[src/rtl/fb_rect_filler.sv]
// Rectangle-fill / clear-screen drawing engine feeding the framebuffer write port.
// Optional FB_RECT_CLIP_EN: clamp far corners to the screen instead of rejecting.
module fb_rect_filler #(
    parameter int H_ACTIVE = 640,
    parameter int V_ACTIVE = 480,
    parameter int ADDR_W   = 19
) (
    input  logic              iclk,
    input  logic              iRST_n,
    input  logic              icmd_valid,
    output logic              ocmd_ready,
    input  logic              icmd_clear,
    input  logic [9:0]        ix0,
    input  logic [8:0]        iy0,
    input  logic [9:0]        ix1,
    input  logic [8:0]        iy1,
    input  logic [7:0]        icolor,
    output logic              owren,
    output logic [ADDR_W-1:0] oaddr,
    output logic [7:0]        odata,
    output logic              obusy,
    output logic              odone,
    output logic              oerr
);

    localparam logic [9:0]        H_MAX  = 10'(H_ACTIVE - 1);
    localparam logic [8:0]        V_MAX  = 9'(V_ACTIVE - 1);
    localparam logic [ADDR_W-1:0] H_STEP = ADDR_W'(H_ACTIVE);

    typedef enum logic [2:0] {IDLE, SETUP, FILL, DONE, REJECT} state_t;

    state_t            state_q, state_d;
    logic              ready_q, ready_d;
    logic [9:0]        xmin_q, xmin_d, xmax_q, xmax_d, x_q, x_d;
    logic [8:0]        ymin_q, ymin_d, ymax_q, ymax_d, y_q, y_d;
    logic [ADDR_W-1:0] rowbase_q, rowbase_d;
    logic [7:0]        color_q, color_d;
    logic              owren_q, owren_d, odone_q, odone_d, oerr_q, oerr_d;
    logic [ADDR_W-1:0] oaddr_q, oaddr_d;
    logic [7:0]        odata_q, odata_d;

    logic              accept;
    logic              range_bad;
    logic [9:0]        nx_min, nx_max;
    logic [8:0]        ny_min, ny_max;
    logic [ADDR_W-1:0] row_acc;

    // Handshake: a command transfers on a posedge where icmd_valid and ocmd_ready are
    // both high; ready drops for the whole command and is not re-raised on the first IDLE cycle.
    assign accept     = icmd_valid & ready_q;
    assign ocmd_ready = ready_q;
    assign obusy      = (state_q != IDLE);
    assign owren      = owren_q;
    assign oaddr      = oaddr_q;
    assign odata      = odata_q;
    assign odone      = odone_q;
    assign oerr       = oerr_q;

    always_ff @(posedge iclk or negedge iRST_n) begin
        if (!iRST_n) begin
            state_q   <= IDLE;
            ready_q   <= 1'b1;
            xmin_q    <= '0;
            xmax_q    <= '0;
            ymin_q    <= '0;
            ymax_q    <= '0;
            x_q       <= '0;
            y_q       <= '0;
            rowbase_q <= '0;
            color_q   <= '0;
            owren_q   <= 1'b0;
            oaddr_q   <= '0;
            odata_q   <= '0;
            odone_q   <= 1'b0;
            oerr_q    <= 1'b0;
        end else begin
            state_q   <= state_d;
            ready_q   <= ready_d;
            xmin_q    <= xmin_d;
            xmax_q    <= xmax_d;
            ymin_q    <= ymin_d;
            ymax_q    <= ymax_d;
            x_q       <= x_d;
            y_q       <= y_d;
            rowbase_q <= rowbase_d;
            color_q   <= color_d;
            owren_q   <= owren_d;
            oaddr_q   <= oaddr_d;
            odata_q   <= odata_d;
            odone_q   <= odone_d;
            oerr_q    <= oerr_d;
        end
    end

    always_comb begin
        state_d   = state_q;
        ready_d   = (state_q == IDLE) && !accept;
        xmin_d    = xmin_q;
        xmax_d    = xmax_q;
        ymin_d    = ymin_q;
        ymax_d    = ymax_q;
        x_d       = x_q;
        y_d       = y_q;
        rowbase_d = rowbase_q;
        color_d   = color_q;

        nx_min = (ix0 < ix1) ? ix0 : ix1;
        nx_max = (ix0 < ix1) ? ix1 : ix0;
        ny_min = (iy0 < iy1) ? iy0 : iy1;
        ny_max = (iy0 < iy1) ? iy1 : iy0;
        if (icmd_clear) begin
            nx_min = '0;
            nx_max = H_MAX;
            ny_min = '0;
            ny_max = V_MAX;
        end
`ifdef FB_RECT_CLIP_EN
        range_bad = (nx_min > H_MAX) || (ny_min > V_MAX);
        if (nx_max > H_MAX) nx_max = H_MAX;
        if (ny_max > V_MAX) ny_max = V_MAX;
`else
        range_bad = (nx_max > H_MAX) || (ny_max > V_MAX);
`endif

        // Constant multiply ymin*H_ACTIVE as a sum of shifted copies.
        row_acc = '0;
        for (int i = 0; i < ADDR_W; i++) begin
            if (H_STEP[i]) row_acc = row_acc + (ADDR_W'(ymin_q) << i);
        end

        case (state_q)
            IDLE: begin
                if (accept) begin
                    xmin_d  = nx_min;
                    xmax_d  = nx_max;
                    ymin_d  = ny_min;
                    ymax_d  = ny_max;
                    color_d = icolor;
                    state_d = range_bad ? REJECT : SETUP;
                end
            end
            SETUP: begin
                rowbase_d = row_acc;
                x_d       = xmin_q;
                y_d       = ymin_q;
                state_d   = FILL;
            end
            FILL: begin
                if (x_q == xmax_q) begin
                    x_d       = xmin_q;
                    y_d       = y_q + 9'd1;
                    rowbase_d = rowbase_q + H_STEP;
                    if (y_q == ymax_q) state_d = DONE;
                end else begin
                    x_d = x_q + 10'd1;
                end
            end
            DONE:    state_d = IDLE;
            REJECT:  state_d = IDLE;
            default: state_d = IDLE;
        endcase
    end

    always_comb begin
        owren_d = (state_q == FILL);
        oaddr_d = oaddr_q;
        odata_d = odata_q;
        if (state_q == FILL) begin
            oaddr_d = rowbase_q + ADDR_W'(x_q);
            odata_d = color_q;
        end
        odone_d = (state_q == DONE);
        oerr_d  = (state_q == REJECT);
    end

endmodule
[config.mk]
export PLATFORM = sky130hd
export DESIGN_NAME = fb_rect_filler
export DESIGN_NICKNAME = d
export VERILOG_FILES = /design/src/rtl/fb_rect_filler.sv
export SDC_FILE = /design/constraint.sdc
export NUM_CORES = 1
export LEC_CHECK = 0
export BUFFER_PORTS_ARGS = -buffer_cell sky130_fd_sc_hd__buf_4
export CAP_MARGIN = 25
export CORE_MARGIN = 4
export CORE_UTILIZATION = 31
export CTS_BUF_LIST = sky130_fd_sc_hd__clkbuf_8
export DETAILED_ROUTE_END_ITERATION = 7
export PLACE_DENSITY_LB_ADDON = 0.12
export SLEW_MARGIN = 20
export SYNTH_ARGS = -nofsm -noshare
export SYNTH_HDL_FRONTEND = slang
export SYNTH_SLANG_ARGS = --single-unit
[constraint.sdc]
create_clock -name iclk -period 4.36 [get_ports iclk]
set_input_delay 0.436 -clock iclk [delete_from_list [all_inputs] [get_ports iclk]]
set_output_delay 0.436 -clock iclk [all_outputs]
set_load 0.02 [all_outputs]
# Yosys cells after proc, flatten, opt, wreduce, memory -nomap -nowiden

Cells that the tools add are included.
W data, S select, Z words.

Add/subtract/negate cells: 5
$lt $le $gt $ge: 4
Equal/unequal tests: 9
Mux-type cells: 19
Bitwise logic cells: 1
Reduce and logical (&&, ||, !) cells: 9

Operators with widths:

| operator                 | count |
|---|---|
| $mux W10                 | 5 |
| $mux W9                  | 5 |
| $pmux W19 S2             | 1 |
| $pmux W10 S2             | 1 |
| $add A16 B18 Y19         | 1 |
| $add A19 B10 Y19         | 1 |
| $add A19 B10 Y19 const B | 1 |
| $mux W19                 | 1 |
| $pmux W9 S2              | 1 |
| $mux W3                  | 4 |
| $add A10 B1 Y10 const B  | 1 |
| $eq A10 B10 Y1           | 1 |
| $gt A10 B10 Y1 const B   | 1 |
| $lt A10 B10 Y1           | 1 |
| $add A9 B1 Y9 const B    | 1 |
| $eq A9 B9 Y1             | 1 |
| $gt A9 B9 Y1 const B     | 1 |
| $lt A9 B9 Y1             | 1 |
| $pmux W3 S3              | 1 |
| $eq A3 B2 Y1 const B     | 2 |
| $ne A2 B1 Y1 const B     | 2 |
| $reduce_and A2 Y1        | 2 |
| $eq A3 B1 Y1 const B     | 1 |
| $eq A3 B3 Y1 const B     | 1 |
| 9 further kinds          | 9 |

Register bits: 118
Input bits: 50
Output and inout bits: 32
Word-level logic and storage cells: 62

# Logic depth before layout (Yosys ltp)

Depth after elaboration: 8
Mapped depth: 10
Depth with buffers taken out: 9

# Worst setup path after synthesis

No wires, ideal clock.

Kind: input port to flip-flop
Start: input ix1[7]
End: register state_q[0]
Setup time: 0.083 ns
Arrival: 2.184 ns
Required time: 4.277 ns
Setup slack: 2.093 ns
Stages on the path: 9
Buffers on the path: 1
Cell sequence: inv_1 > ha_1 > a21oi_1 > nor2_1 > a2111o_1 > buf_2 > nor2_4 > mux2_2 > o21ai_0

Word-level cells in the longest chain between the ends: 8

RTL lines:

| element                | RTL line | text |
|---|---|---|
| from (decl)            | 15       | `input logic [9:0] ix1,` |
| $lt A10 B10 Y1         | 108      | `nx_max = (ix0 < ix1) ? ix1 : ix0;` |
| $mux W10 (*)           | 108      |  |
| $mux W10 (*)           | 111      | `if (icmd_clear) begin` |
| $gt A10 B10 Y1 (*)     | 122      | `range_bad = (nx_max > H_MAX) \|\| (ny_max > V_MAX);` |
| $logic_or A1 B1 Y1 (*) | 122      |  |
| $mux W3 (*)            | 139      | `state_d = range_bad ? REJECT : SETUP;` |
| $mux W3 (*)            | 133      | `if (accept) begin` |
| $pmux W3 S3 (*)        | 131      | `case (state_q)` |
| to (signal assigned)   | 77       | `state_q <= state_d;` |
| to (decl)              | 32       | `state_t state_q, state_d;` |

Every way passes the cells marked *; elsewhere a longest branch is shown, timed or not. The select of a mux whose other input is x is not followed.
A chain may end at the register's enable or synchronous reset.

# Final worst setup path

Start: register state_q[0]
End: register rowbase_q[17]

Word-level cells in the longest chain between the ends: 3
Elaborated cells between the ends (all ways): 6
Classes of those cells: 3 x eq/ne; 1 x mux; 2 x reduce/logical

RTL lines:

| element                                                             | RTL line | text |
|---|---|---|
| $eq A3 B2 Y1 or $eq A3 B1 Y1 (tied branches)                        | 131      |  |
| $ne A2 B1 Y1 (no source line) or $reduce_bool A2 Y1 (tied branches) | -        |  |
| $reduce_and A2 Y1 (no source line)                                  | -        |  |
| to (signal assigned)                                                | 85       | `rowbase_q <= rowbase_d;` |
| to (decl)                                                           | 36       | `logic [ADDR_W-1:0] rowbase_q, rowbase_d;` |

Parallel ways exist; a longest one is shown, timed or not.

==> flow_metrics.tcl <==
set metrics [dict create \
    synth.area.mux_share 0.0503 \
    rows 52 \
    first_global_vias 5283 \
    drtAntennaViolNets 0 \
    core_region_area_mm2 0.0202 \
    worst_pin_slew_ns 0.770 \
    place.gp.congestion 0.759 \
    synth_cell_type_count 58 \
    leakagePower_nw 3.62 \
    routed_wl_um 16300 \
    final_cell_mix "nand2_1 (134), dfrtp_1 (110), buf_4 (91)" \
    synth_fa_ha_area_frac 0.0619 \
    grt_util_met3 0.0232 \
    port_buffers 81 \
    synth_xor_area_frac 0.0480 \
    setup_tns_ns 0 \
    grt_overflow_total 0 \
    die_y_um 152 \
    ys_seq_elements 111 \
    yosysTopAreaCell "dfrtp_1" \
    area_delta_synth_final_pct 16.6 \
    worst_slack_ns 1.73 \
    arrival_ns 2.94 \
    cts_tree "built" \
    syn-cell-area_mm2 0.00639 \
    path_clk_slew_ns 0.11 \
    met1_usage 0.215 \
    grt_setup_unrepaired "false" \
    cts_buffers 9 \
    yosysWarnings 0 \
    clock_skew_ns 0.00980 \
    maxSlewViolCount 0 \
    setup_viol 0 \
    grt_max_degree 74 \
    synth_cells 735 \
    crit_fanout 45 \
    globalRouteTotalUtil 0.146 \
    post-route-drc-count 0 \
    postCtsSetupBuffers 0 \
    drtIter0Drc 273 \
    fin_nets 881 \
    yosysTopAreaCellShare 0.431 \
    start_util 0.316 \
    h-tree-depth 3 \
    grtUsageMet2 0.221 \
    worst_path_largest_cell_delay_ns 0.47 \
    clock_sinks 111 \
    fin_crit_ns 2.63 \
    antenna_found_initial 0 \
    ir_drop_uv 108 \
    postCtsHoldBufs 0 \
    worstPathCellList "nand2b_1, or2_2, buf_4, clkinv_1, buf_4, a2111oi_0, mux2i_1, a31oi_1" \
    insertion_delay_ns 0.39 \
    setup.reg_to_reg.worst_slack_ns 1.73 \
    syn_avg_cell_area_um2 8.69 \
    avgViaCountPerCell 4.96 \
    mostFrequentLayoutCell "nand2_1" \
    worstSetupStartpointType "flop" \
    hold_viol 0 \
    cp_common_cell "buf_4" \
    grt_pass1_wl_um 27100 \
    die_area_mm2 0.0230 \
    status "complete, no violations" \
    multi_input_area_mm2 0.00332 \
    timing.final.crit_share 0.602 \
    io_pins 82 \
    synth_edf_count 0 \
    hold_path_class "input port to asynchronous set/reset pin" \
    top_usage_layer "met2" \
    nFillCells 2090 \
    yosys.area_share.simple 0.191 \
    clock-root-buffer "clkbuf_8" \
    worstPathRequired_ns 4.68 \
    synth_top_cells_by_area "dfrtp_1 (43%), nand2_1 (7.9%), ha_1 (5.9%)" \
    power_density_mw_per_mm2 245 \
    crit_type "flop to flop" \
    num_vias 5331 \
    diodes 0 \
    drive_gt1_frac 0.149 \
    max-clock-path-buffers 2 \
    fmax_ghz 0.381 \
    synth_flop_cell "dfrtp_1" \
    synth_compound_area_frac 0.167 \
    ys_seq_area_frac 0.435 \
    dr.pass1.iters 4 \
    end_kind "flop" \
    syn_nets 816 \
    ff_latch_area_mm2 0.00278 \
    cts_resized 0 \
    hpwlAfterDp_um 12000 \
    synth_top_family_by_area "simple AND/OR/NAND/NOR gates" \
    dp_slack_ns 1.69 \
    slowest_stage "buf_4" \
    die_w_um 152 \
    slew_headroom 0.487 \
    wire_per_inst_um 15.2 \
    async_flop_share 1.00 \
    drv_cap 0 \
]
-- registers in the layout, indices dropped and copies added, names as in the netlist, 8 cells and up --
register / count
ymax_q: 9
oaddr: 19
odata: 8
ymin_q: 9
xmax_q: 10
rowbase_q: 12
x_q: 10
y_q: 9
color_q: 8
xmin_q: 10
-- synthesized netlist by cell type, types with 4 or more instances --
master / number
nand2_1: 134
dfrtp_1: 110
a21oi_1: 65
o21ai_0: 65
nor2_1: 55
mux2i_1: 31
ha_1: 30
inv_1: 30
nand3_1: 24
nor3_1: 20
xnor2_1: 20
clkbuf_1: 19
xor2_1: 15
buf_2: 12
o22ai_1: 9
a31oi_1: 7
and3_1: 7
a2bb2oi_1: 6
nand4_1: 6
or3_1: 6
a211oi_1: 5
a21o_1: 4
o21ai_1: 4
-- cell type report --
| type | count | area share |
|---|---|---|
| multi-input combinational | 555 | 0.446 |
| sequential | 111 | 0.373 |
| timing repair buffer | 92 | 0.0954 |
| tap | 270 | 0.0454 |
| clock buffer | 11 | 0.0203 |
| inverter | 31 | 0.0156 |
| clock inverter | 5 | 0.00454 |
-- routing by layer --
metal	routed length [µm]	vias up
li1	-	2671
met3	841	16
met1	8210	2510
met4	239	0
met2	7010	134
met5	0	-
-- path summary, 6_finish.rpt --
path                            depth (start not counted)            end       start
worst max-delay path                                    8  rowbase_q[17]  state_q[0]
worst min-delay path                                    2         x_q[0]      iRST_n
min in group iclk                                       2     ocmd_ready  icmd_valid
max in group asynchronous                               3     ocmd_ready      iRST_n
worst max register to register                          8  rowbase_q[17]  state_q[0]
worst min register to register                          2       odata[2]  color_q[2]
-- power breakdown --
group / internal, W / switching, W / leakage, nW
Clock: 0.000239 / 0.000366 / 0.0967
Sequential: 0.00103 / 0 / 1.47
Combinational: 0.0000824 / 0.000108 / 2.05
Total: 0.00135 / 0.000473 / 3.62
-- kinds of logic (layout without fill, tap and decap cells) --
logic type,Yosys count,in the layout
simple gates,274,274
compound gates,183,183
flops,111,111
buf+inv,69,139
xor+xnor,35,35
mux,32,32
fa+ha+maj,31,31
-- through the flow --
stage          instances  total power, W  hold WS [ns]   util  instance area (µm²)
2_1_floorplan        735         0.00114         0.140      -                 6390
3_3_place_gp        1057         0.00123         0.453  0.357                 7230
3_5_place_dp        1057         0.00124         0.449  0.357                 7230
4_1_cts             1073         0.00185         0.111  0.366                 7410
5_1_grt             1075         0.00191        0.0189  0.368                 7450
6_report            1075         0.00182        0.0195  0.368                 7450
-- worst max-delay path: cells and delay by family, from the launching register on --
family          cells  cell delay (ns)
mux                 1             0.16
compound gates      2             0.52
flops               1             0.40
simple gates        2             0.51
buf+inv             3             0.94
(Power assumes the default switching activity.)
